### src/rtl/apb_master_bridge.sv
// APB requester bridge: turns single local commands into APB SETUP/ACCESS transfers
// and returns one completion pulse per transfer. A wait-state budget aborts stuck slaves.
module apb_master_bridge #(
  parameter int unsigned ADDR_W  = 8,
  parameter int unsigned DATA_W  = 32,
  parameter int unsigned TIMEOUT = 16
) (
  input  logic              PCLK,
  input  logic              PRESETn,
  input  logic              cmd_valid,
  output logic              cmd_ready,
  input  logic              cmd_write,
  input  logic [ADDR_W-1:0] cmd_addr,
  input  logic [DATA_W-1:0] cmd_wdata,
  output logic              rsp_valid,
  output logic [DATA_W-1:0] rsp_rdata,
  output logic              rsp_err,
  output logic              rsp_timeout,
  output logic              PSEL,
  output logic              PENABLE,
  output logic              PWRITE,
  output logic [ADDR_W-1:0] PADDR,
  output logic [DATA_W-1:0] PWDATA,
  input  logic [DATA_W-1:0] PRDATA,
  input  logic              PREADY,
  input  logic              PSLVERR
);

  typedef enum logic [1:0] {StIdle, StSetup, StAccess} state_e;

  localparam logic [7:0] TimeoutCnt = 8'(TIMEOUT);

  state_e            state_q, state_d;
  logic [7:0]        wait_cnt_q, wait_cnt_d, wait_inc;
  logic              accept, done_ok, done_to;
  logic              pwrite_q;
  logic [ADDR_W-1:0] paddr_q;
  logic [DATA_W-1:0] pwdata_q;
  logic              rsp_valid_q;
  logic [DATA_W-1:0] rsp_rdata_q;
  logic              rsp_err_q;
  logic              rsp_timeout_q;

  assign wait_inc = wait_cnt_q + 8'd1;

  always_comb begin
    state_d    = state_q;
    wait_cnt_d = wait_cnt_q;
    accept     = 1'b0;
    done_ok    = 1'b0;
    done_to    = 1'b0;
    unique case (state_q)
      StIdle: begin
        if (cmd_valid) begin
          accept  = 1'b1;
          state_d = StSetup;
        end
      end
      StSetup: begin
        state_d    = StAccess;
        wait_cnt_d = '0;
      end
      StAccess: begin
        // PREADY wins over the budget running out in the same cycle
        if (PREADY) begin
          done_ok = 1'b1;
          state_d = StIdle;
        end else begin
          wait_cnt_d = wait_inc;
          if (wait_inc == TimeoutCnt) begin
            done_to = 1'b1;
            state_d = StIdle;
          end
        end
      end
      default: state_d = StIdle;
    endcase
  end

  always_ff @(posedge PCLK or negedge PRESETn) begin
    if (!PRESETn) begin
      state_q       <= StIdle;
      wait_cnt_q    <= '0;
      pwrite_q      <= 1'b0;
      paddr_q       <= '0;
      pwdata_q      <= '0;
      rsp_valid_q   <= 1'b0;
      rsp_rdata_q   <= '0;
      rsp_err_q     <= 1'b0;
      rsp_timeout_q <= 1'b0;
    end else begin
      state_q     <= state_d;
      wait_cnt_q  <= wait_cnt_d;
      rsp_valid_q <= done_ok || done_to;
      if (accept) begin
        pwrite_q <= cmd_write;
        paddr_q  <= cmd_addr;
        pwdata_q <= cmd_wdata;
      end
      if (done_ok) begin
        rsp_rdata_q   <= pwrite_q ? '0 : PRDATA;
        rsp_err_q     <= PSLVERR;
        rsp_timeout_q <= 1'b0;
      end else if (done_to) begin
        rsp_rdata_q   <= '0;
        rsp_err_q     <= 1'b1;
        rsp_timeout_q <= 1'b1;
      end
    end
  end

  assign cmd_ready   = (state_q == StIdle);
  assign PSEL        = (state_q != StIdle);
  assign PENABLE     = (state_q == StAccess);
  assign PWRITE      = pwrite_q;
  assign PADDR       = paddr_q;
  assign PWDATA      = pwdata_q;
  assign rsp_valid   = rsp_valid_q;
  assign rsp_rdata   = rsp_rdata_q;
  assign rsp_err     = rsp_err_q;
  assign rsp_timeout = rsp_timeout_q;

endmodule

### config.mk
export PLATFORM = sky130hd
export DESIGN_NAME = apb_master_bridge
export DESIGN_NICKNAME = d
export VERILOG_FILES = /design/src/rtl/apb_master_bridge.sv
export SDC_FILE = /design/constraint.sdc
export NUM_CORES = 1
export LEC_CHECK = 0
export BUFFER_PORTS_ARGS = -buffer_cell sky130_fd_sc_hd__buf_4
export CORE_MARGIN = 8
export CORE_UTILIZATION = 51
export DETAILED_ROUTE_END_ITERATION = 7
export PLACE_DENSITY = 0.87
export SKIP_CTS_REPAIR_TIMING = 1
export SLEW_MARGIN = 20
export SYNTH_ARGS = -nofsm -noshare
export SYNTH_HDL_FRONTEND = slang
export SYNTH_SLANG_ARGS = --single-unit
### constraint.sdc
create_clock -name PCLK -period 3.35 [get_ports PCLK]
set_clock_uncertainty 0.05 [all_clocks]
set_input_delay 0.5025 -clock PCLK [delete_from_list [all_inputs] [get_ports PCLK]]
set_output_delay 0.5025 -clock PCLK [all_outputs]
set_load 0.02 [all_outputs]
==> run_results.csv <==
group,metric,value,unit
synthesis,synth.top_cell.area_share,58.6,%
drt,via_count,2845,
timing,fmax,429,MHz
drt,wl_per_cell,17.0,um
synthesis,avgSynthCellArea,12.0,um2
timing,worst_pin_slew,0.930,ns
critical_path,critPathLaunch,"wait_cnt_q[0]",
synthesis,yosysMostFrequentCell,"dfrtp_1",
floorplanning,die_x,101,um
drt,route.top_layer_used,"met4",
clocking,cts_buffers,9,
synthesis,synth_edf_count,0,
critical_path,cpPeakStageDelay,0.46,ns
critical_path,path_buf_inv,1,
synthesis,synth_top_cells_by_area,"dfrtp_1 59%, mux2_2 13%, nor3b_1 6.5%",
synthesis,synth_compound_area_share,8.35,%
synthesis,ys.flop_type,"dfrtp_1",
power,power.share.combinational,47.8,%
synthesis,yosysWarnings,0,
floorplanning,core_area,7100,um2
synthesis,postSynthCellCount,306,
synthesis,synth_top_family_by_area,"simple AND/OR/NAND/NOR gates",
drt,wl,9.45,mm
cells_and_area,nNetsFinal,532,
synthesis,netlist_top_cells_count,"86 x dfrtp_1, 41 x mux2_2, 37 x a21oi_1",
critical_path,crit_required,3.51,ns
critical_path,r2r_end,"rsp_rdata[14]",
timing,finalSetupViolCount,0,
clocking,htree_levels,3,
drt,dr_wl_met2,4.31,mm
clocking,cts_buffer_depth,2,
global_route,grt_pass1_wl,15.1,mm
timing,fin_crit_sh,69.5,%
global_route,antenna_found_initial,0,
run_status,status,"complete, no violations",
drt,met1_length,3.63,mm
drt,wl_met3,1.36,mm
drt,dr.pass1.iters,4,
global_route,gr-total-overflow,0,
global_route,grt_pass1_vias,3041,
timing,fin_ws,1.02,ns
power,p_leak,2.43,nW
critical_path,crit_type,"reg2reg",
synthesis,synth.area.mux_share,13.1,%
critical_path,crit_arrival,2.49,ns
synthesis,syn_nets,386,
floorplanning,die_h,101,um
power,power.switching,1.84,mW
critical_path,crit_family,"simple AND/OR/NAND/NOR gates",
critical_path,path_cells,"ha_1, nand3_1, xor2_1, a2111oi_2, and3_1, buf_4, nor2_1",
placement,place.gp.congestion,0.824,
timing,grt_setup_unrepaired,"false",
synthesis,yosys.area.top_type,"dfrtp_1",
critical_path,r2r_cells,7,
cells_and_area,n_antenna_cell,0,
placement,portBuffers,156,
global_route,grt_max_degree,87,
clocking,clock_latency,0.34,ns
power,peakVddDrop,0.662,mV
floorplanning,dieArea,10200,um2
synthesis,synthAdderAreaFrac,0.682,%
critical_path,cp_slowest_cell,"dfrtp_1",
critical_path,r2r-start,"wait_cnt_q[0]",
synthesis,synthArstFlopShare,100,%
run,cap_violations,0,
critical_path,cp_max_fo,33,
floorplanning,initial_utilization,51.7,%
synthesis,synth_simple_gate_area_share,13.9,%
cells_and_area,area_growth,36.1,%
floorplanning,io_pins,157,
synthesis,synth-seq-cells,86,
drt,drt_iter0_drc,159,
synthesis,synth_seq_area_share,58.6,%
floorplanning,rows,31,
synthesis,synth.cell_area,3670,um2
power,switching_share,40.0,%
timing,final_max_slew_viol_count,0,
drt,antenna_left,0,
critical_path,end_kind,"flop",
clocking,cts_num_sinks,86,
timing,slew_headroom,38.0,%
timing,tns,0,ns
timing,hold_viol_final,0,
critical_path,start_kind,"flop",
placement,dp_slack,1.04,ns
power,power.clock.fraction,13.8,%
timing,holdWs,0.160,ns
drt,routed_via_density,5.12,
synthesis,synth-xor-area-share,0.477,%
clocking,cts_tree,"built",
critical_path,reg2reg_slack,1.02,ns
timing,min_period,2.33,ns
cells_and_area,final_layout_size_suffix_gt1_share,48.4,%
power,power_per_cell_area,920,nW/um2
clocking,clockRootBuffer,"clkbuf_8",
synthesis,synth_cell_type_count,39,
power,power.internal,2.76,mW
global_route,grt_usage,18.9,%
placement,dp_hpwl,7.09,mm
drt,drc_errors,0,
hold_path,hold_class,"in2async",
power,p_seq_share,38.4,%
clocking,path_clk_slew,0.08,ns
[power by group through the flow]
stage / Sequential, mW / Clock, mW / Combinational (mW)
after floorplan: 2.25 / 0 / 0.734
after global placement: 1.75 / 0 / 2.17
after detailed placement: 1.78 / 0 / 2.23
after CTS: 1.77 / 0.650 / 2.23
after global routing: 1.83 / 0.691 / 2.36
final: 1.77 / 0.633 / 2.20
[worst max path at each step]
stage	to	cells past startpoint	slack [ns]
2_1_floorplan	rsp_rdata[10]	8	1.28
3_3_place_gp	PWRITE	4	1.19
3_5_place_dp	rsp_rdata[14]	7	1.04
4_1_cts	rsp_rdata[14]	7	1.03
5_1_grt	rsp_rdata[14]	7	0.85
6_report	rsp_rdata[14]	7	1.02
[sequential cells by signal (all words and copies together), names as in the netlist]
register / flops
PWDATA: 32
rsp_rdata: 32
PADDR: 8
wait_cnt_q: 8
state_q: 2
PWRITE: 1
rsp_err: 1
rsp_timeout: 1
rsp_valid: 1
[worst register-to-register path, delay by kind of cell (launching register included)]
family,cells,cell delay [ns]
xor+xnor,1,0.21
fa+ha+maj,1,0.26
buf+inv,1,0.32
simple gates,3,0.52
compound gates,1,0.39
flops,1,0.46
[placed cells by master (no fill, tap or decap), types with 2 or more instances in the layout]
cell	count
a22o_1	2
and3_1	2
dfrtp_1	86
mux2i_1	2
clkbuf_8	10
clkinv_2	3
a21oi_1	37
mux2_2	41
ha_1	2
nor3b_1	32
nand3_1	4
nor2_1	34
nand2_1	8
o21ai_0	10
buf_4	157
inv_1	3
clkbuf_1	2
[through the flow]
stage / area [um2] / util [%] / std cells / total power [mW]
2_1_floorplan: 3670 / - / 306 / 2.98
3_3_place_gp: 4820 / 67.9 / 540 / 3.92
3_5_place_dp: 4820 / 67.9 / 540 / 4.01
4_1_cts: 4990 / 70.3 / 556 / 4.65
5_1_grt: 5000 / 70.4 / 556 / 4.88
6_report: 5000 / 70.4 / 556 / 4.60
[kinds of logic after synthesis]
kind of cell / after synthesis
AOI/OAI and AO/OA: 55
and+or+nand+nor: 92
muxes: 43
adders and majority gates: 2
buffers and inverters: 26
DFF: 86
xor gates and xnor gates: 2
[cell type report]
type                    instances  area, um2
clock buffers                  12        145
clock inverters                 4       22.5
fillers                       550       2100
inverters                       3       11.3
multi-input cells             194       1350
flip-flops and latches         86       2150
well taps                      99        124
repair buffers                158       1190
[layer usage]
metal / GRT usage (%) / vias to the layer above
met1: 21.2 / 1333
met3: 10.6 / 15
met4: 7.21 / 0
met5: 0 / -
li1: - / 1357
met2: 29.1 / 140
Note: power is estimated with default switching activity, not from simulation.
